`config.mk`:
```
export PLATFORM = sky130hd
export DESIGN_NAME = unidad_carga_almacenamiento
export DESIGN_NICKNAME = d
export VERILOG_FILES = /design/src/rtl/unidad_carga_almacenamiento_pkg.sv /design/src/rtl/unidad_carga_almacenamiento_formateador.sv /design/src/rtl/unidad_carga_almacenamiento.sv
export SDC_FILE = /design/constraint.sdc
export NUM_CORES = 1
export LEC_CHECK = 0
export ABC_AREA = 1
export BUFFER_PORTS_ARGS = -buffer_cell sky130_fd_sc_hd__buf_2
export CAP_MARGIN = 20
export CORE_MARGIN = 1
export CORE_UTILIZATION = 55
export DETAILED_ROUTE_END_ITERATION = 8
export PLACE_DENSITY = 0.83
export SKIP_CTS_REPAIR_TIMING = 1
export SYNTH_ARGS = -nofsm -noshare
export SYNTH_HDL_FRONTEND = slang
export SYNTH_SLANG_ARGS = --single-unit
```
`constraint.sdc`:
```
create_clock -name clk -period 4.9 [get_ports clk]
set_clock_uncertainty 0.1 [all_clocks]
set_input_delay 0 -clock clk [delete_from_list [all_inputs] [get_ports clk]]
set_output_delay 0 -clock clk [all_outputs]
set_load 0.05 [all_outputs]
```
`src/rtl/unidad_carga_almacenamiento_pkg.sv`:
```
// Shared encodings for the load/store unit: load types, store sizes and FSM states.
package paquete_memoria;

    localparam logic [1:0] LD_W  = 2'b00;
    localparam logic [1:0] LD_B  = 2'b01;
    localparam logic [1:0] LD_BU = 2'b10;

    localparam logic [1:0] ST_W = 2'b00;
    localparam logic [1:0] ST_B = 2'b01;
    localparam logic [1:0] ST_H = 2'b10;

    typedef enum logic [2:0] {
        IDLE  = 3'd0,
        LOAD  = 3'd1,
        CAP   = 3'd2,
        STORE = 3'd3,
        FIN   = 3'd4
    } estado_t;

endpackage

```
`src/rtl/unidad_carga_almacenamiento_formateador.sv`:
```
// Turns the big-endian assembled load bytes into the register value for lw/lb/lbu.
module formateador_carga
    import paquete_memoria::*;
(
    input  logic [1:0]  ld_type,
    input  logic [31:0] raw,
    output logic [31:0] value
);

    always_comb begin
        value = raw;
        case (ld_type)
            LD_B:    value = {{24{raw[7]}}, raw[7:0]};
            LD_BU:   value = {24'h0, raw[7:0]};
            default: value = raw;
        endcase
    end

endmodule

```
`src/rtl/unidad_carga_almacenamiento.sv`:
```
// Load/store unit: serialises word/half/byte accesses into one-byte memory transactions.
module unidad_carga_almacenamiento
    import paquete_memoria::*;
#(
    parameter int ADDR_W = 10
) (
    input  logic              clk,
    input  logic              rst_n,
    input  logic              start,
    input  logic [1:0]        memRead,
    input  logic              memWrite,
    input  logic [1:0]        st_size,
    input  logic [31:0]       addr,
    input  logic [31:0]       wdata,
    output logic [31:0]       rdata,
    output logic              busy,
    output logic              done,
    output logic              err,
    output logic [ADDR_W-1:0] mem_addr,
    output logic [7:0]        mem_wdata,
    output logic              mem_we,
    output logic              mem_re,
    input  logic [7:0]        mem_rdata
);

    estado_t           state, state_n;
    logic [1:0]        k, k_n;
    logic [1:0]        last, last_n;
    logic [1:0]        ld_type, ld_type_n;
    logic [31:0]       sreg, sreg_n;
    logic [23:0]       asm_bytes, asm_bytes_n;
    logic              re_d;
    logic [31:0]       rdata_n;
    logic              busy_n, done_n, err_n, we_n, re_n;
    logic [ADDR_W-1:0] addr_n;
    logic [7:0]        wdata_n;
    logic [31:0]       formatted;
    logic              bad;
    logic [1:0]        req_last;
    logic [31:0]       aligned;
    logic              unused_addr_bits;

    assign unused_addr_bits = ^addr[31:ADDR_W];

    formateador_carga u_formateador (
        .ld_type (ld_type),
        .raw     ({asm_bytes, mem_rdata}),
        .value   (formatted)
    );

    // Request decode: byte count, alignment check and store data left-justified so byte k is [31:24].
    always_comb begin
        bad      = 1'b0;
        req_last = 2'd0;
        aligned  = wdata;
        if (memWrite) begin
            case (st_size)
                ST_W:    begin req_last = 2'd3; bad = (addr[1:0] != 2'b00); aligned = wdata; end
                ST_H:    begin req_last = 2'd1; bad = addr[0]; aligned = {wdata[15:0], 16'h0}; end
                ST_B:    begin req_last = 2'd0; aligned = {wdata[7:0], 24'h0}; end
                default: bad = 1'b1;
            endcase
        end else begin
            case (memRead)
                LD_W:         begin req_last = 2'd3; bad = (addr[1:0] != 2'b00); end
                LD_B, LD_BU:  req_last = 2'd0;
                default:      bad = 1'b1;
            endcase
        end
    end

    always_comb begin
        state_n     = state;
        k_n         = k;
        last_n      = last;
        ld_type_n   = ld_type;
        sreg_n      = sreg;
        asm_bytes_n = asm_bytes;
        rdata_n     = rdata;
        busy_n      = busy;
        done_n      = 1'b0;
        err_n       = 1'b0;
        addr_n      = mem_addr;
        wdata_n     = mem_wdata;
        we_n        = 1'b0;
        re_n        = 1'b0;
        case (state)
            IDLE, FIN: begin
                busy_n  = 1'b0;
                state_n = IDLE;
                if (start) begin
                    if (bad) begin
                        state_n = FIN;
                        done_n  = 1'b1;
                        err_n   = 1'b1;
                    end else begin
                        busy_n = 1'b1;
                        k_n    = 2'd0;
                        last_n = req_last;
                        addr_n = addr[ADDR_W-1:0];
                        if (memWrite) begin
                            state_n = STORE;
                            we_n    = 1'b1;
                            wdata_n = aligned[31:24];
                            sreg_n  = {aligned[23:0], 8'h0};
                        end else begin
                            state_n   = LOAD;
                            re_n      = 1'b1;
                            ld_type_n = memRead;
                        end
                    end
                end
            end
            LOAD: begin
                // Byte k-1 arrives while byte k is being issued.
                if (re_d) asm_bytes_n = {asm_bytes[15:0], mem_rdata};
                if (k == last) begin
                    state_n = CAP;
                end else begin
                    k_n    = k + 2'd1;
                    addr_n = mem_addr + ADDR_W'(1);
                    re_n   = 1'b1;
                end
            end
            CAP: begin
                rdata_n = formatted;
                done_n  = 1'b1;
                busy_n  = 1'b0;
                state_n = FIN;
            end
            STORE: begin
                if (k == last) begin
                    state_n = FIN;
                    done_n  = 1'b1;
                    busy_n  = 1'b0;
                end else begin
                    k_n     = k + 2'd1;
                    addr_n  = mem_addr + ADDR_W'(1);
                    we_n    = 1'b1;
                    wdata_n = sreg[31:24];
                    sreg_n  = {sreg[23:0], 8'h0};
                end
            end
            default: state_n = IDLE;
        endcase
    end

    always_ff @(posedge clk) begin
        if (!rst_n) begin
            state     <= IDLE;
            k         <= 2'd0;
            last      <= 2'd0;
            ld_type   <= LD_W;
            sreg      <= 32'h0;
            asm_bytes <= 24'h0;
            re_d      <= 1'b0;
            rdata     <= 32'h0;
            busy      <= 1'b0;
            done      <= 1'b0;
            err       <= 1'b0;
            mem_addr  <= '0;
            mem_wdata <= 8'h0;
            mem_we    <= 1'b0;
            mem_re    <= 1'b0;
        end else begin
            state     <= state_n;
            k         <= k_n;
            last      <= last_n;
            ld_type   <= ld_type_n;
            sreg      <= sreg_n;
            asm_bytes <= asm_bytes_n;
            re_d      <= mem_re;
            rdata     <= rdata_n;
            busy      <= busy_n;
            done      <= done_n;
            err       <= err_n;
            mem_addr  <= addr_n;
            mem_wdata <= wdata_n;
            mem_we    <= we_n;
            mem_re    <= re_n;
        end
    end

endmodule

```
==> metrics.cfg <==
[clock_network]
numClockSinks = 113
path_clk_slew_ps = 60
htreeDepth = 4
cts-root-buf = clkbuf_8
clockBufferDepth = 2
clock_latency_ps = 520
cts_buffers = 17
cts_tree = built

[synth]
synth_cell_types = 32
ys_seq_area_frac = 0.451
synth.largest_area_cell = dfxtp_1
syn_area_um2 = 5020
ys_ff_latch = 113
syn_inst = 681
synth-edff-count = 0
synth-async-reset-ratio = 0
synth_area_leaders = dfxtp_1 45%, nand2_1 10%, o21ai_0 8.5%
dominantRegCellSynth = dfxtp_1
ys_warn_count = 0
syn-num-nets = 768
netlist.area_leader.share = 0.451
synth_common_cells = 139 x nand2_1, 113 x dfxtp_1, 95 x nor2_1
synth_most_common_cell = nand2_1
postSynthAreaPerCell_um2 = 7.37

[die]
rows = 34
fp.dieArea_um2 = 9510
core_um2 = 8760
die_x_um = 97.5
ios = 135
start_util = 0.572
die_h_um = 97.5

[grt]
track_usage = 0.267
grt_antenna_before_repair = 0
grt-ovfl-total = 0
grt_start_max_net_pins = 68
grt_first_pass_wirelength_um = 20700
grt_pass1_vias = 4573

[placed_design]
gp_congestion = 0.885
io_buffers = 112
dp_hpwl_um = 8350

[worst_setup_path]
path_max_fanout = 49
cp-end-kind = register
slowest_stage = nand2_2
crit_type = register to register
critPathMaxStageDelay_ps = 600
cp-start-kind = register
cp_top_family = simple AND/OR/NAND/NOR gates
crit_required_ps = 5200
cp_cell_sequence = inv_2 > nor2_4 > nand2_2 > inv_2 > nand2_2 > nand2_2 > inv_2 > nor2_1 > nor2_1
cp_num_buf_inv = 3
arrival_ps = 3410

[routing]
initialDrtViolationCount = 498
postRouteAntennaNets = 0
vias_per_cell = 5.82
dr.pass1.iters = 9
postRouteWirelength_um = 15200
drc = 0
post_drt_wl_per_cell_um = 16.0
via_count = 5523

[pwr]
p_sw_mw = 0.849
netSwitchingFraction = 0.313
seq_power_share = 0.376
ir_drop_mv = 0.291
power.share.clock = 0.449
intPower_mw = 1.87
p_per_area_nw_per_um2 = 408
leakage_nw = 2.97
power_frac_comb = 0.175

[finish]
area_growth_pct = 32.6
drive_above_1_share = 0.200
diodes = 0
nets = 915
n_fill_cell = 586

[flow_run]
drv_cap = 0

[sta]
tightest_slew_ps = 1010
fin_crit_ps = 3110
slew_headroom = 0.328
hold_viol_final = 0
fin_tns_setup_ps = 0
finalMaxSlewViolations = 0
fmax_mhz = 322
rsz0062_at_grt = no
holdWs_ps = 49.4
final.period_utilization = 0.634
setup_viol = 0

[worst_hold_path]
min_path_type = input port to register

[status]
outcome = finished, final reports clean

==> power by group through the flow <==
stage | clock [mW] | combinational, mW | sequential (mW)
global route | 1.28 | 0.508 | 1.03
finish | 1.22 | 0.474 | 1.02
detailed placement | 0 | 0.422 | 1.04
global placement | 0 | 0.412 | 1.03
floorplan | 0 | 0.200 | 1.15
CTS | 1.22 | 0.424 | 1.02
==> metrics by stage <==
stage / power [mW] / utilization / setup slack [ps] / std cells / area, um2
floorplan: 1.36 / - / 3140 / 681 / 5020
global placement: 1.45 / 0.628 / 2080 / 861 / 5500
detailed placement: 1.46 / 0.628 / 1940 / 861 / 5500
CTS: 2.66 / 0.695 / 1930 / 893 / 6090
global route: 2.81 / 0.759 / 1560 / 949 / 6650
finish: 2.71 / 0.759 / 1790 / 949 / 6650
==> worst paths after layout <==
kind | start | endpoint | slack [ps] | depth (start not counted)
setup reg to reg | state[1] | sreg[26] | 1790 | 9
setup / recovery | state[1] | sreg[26] | 1790 | 9
hold / removal | st_size[1] | last[1] | 50 | 6
hold reg to reg | ld_type[1] | ld_type[1] | 370 | 2
==> cells by family (layout without fill, tap and decap cells) <==
logic type / Yosys count / count (layout) / share of synthesized area
AO/OA/AOI/OAI: 176 / 176 / 0.203
XOR/XNOR: 2 / 2 / 0.00349
adder cells (fa/ha/maj): 7 / 7 / 0.0175
buffers and inverters: 106 / 266 / 0.0923
flip-flops: 113 / 113 / 0.451
multiplexers: 1 / 1 / 0.00224
AND/OR/NAND/NOR: 276 / 276 / 0.230
==> layer usage <==
layer | global-route usage | share of wire | wire length, um | up-vias
met5 | 0 | 0 | 0 | -
met1 | 0.334 | 0.39 | 5980 | 2547
met2 | 0.435 | 0.49 | 7380 | 349
li1 | - | - | - | 2542
met4 | 0.117 | 0.047 | 712 | 0
met3 | 0.0655 | 0.074 | 1130 | 85
==> cells in the final DEF, fill, tap and decap left out, types with 3 or more instances in the layout <==
cell and count:
nand3_2 3, inv_8 3, inv_6 4, a21oi_1 47, inv_2 6, dfxtp_1 113
buf_2 112, ha_1 7, inv_1 58, a22oi_1 8, o2111ai_1 7, nand2_2 6
o21ai_1 4, clkbuf_16 16, clkinv_4 4, dlygate4sd3_1 56, a221oi_1 24, nand3_1 22
nand2_1 139, nor2_1 95, o21ai_0 85
==> area by class of cell <==
type | count | area (um2) | share of cell area
clock buffer | 17 | 414 | 0.0623
tap | 108 | 135 | 0.0203
sequential | 113 | 2260 | 0.340
inverter | 65 | 244 | 0.0367
multi-input combinational | 462 | 2290 | 0.344
timing repair buffer | 169 | 1130 | 0.170
clock inverter | 15 | 176 | 0.0265
==> flip-flops by register name, indices dropped and copies added (netlist names) <==
register / flops
mem_wdata: 8
k: 2
ld_type: 2
state: 3
busy: 1
err: 1
re_d: 1
last: 2
mem_we: 1
rdata: 32
sreg: 24
done: 1
mem_re: 1
mem_addr: 10
asm_bytes: 24
==> tightest hold or removal path, cell delays in order <==
cell and delay (ps):
buf_2 110, inv_1 70, ha_1 150, mux2_2 150, nor2_1 50, nor2_1 90
Power figures use the tool's default switching activity.
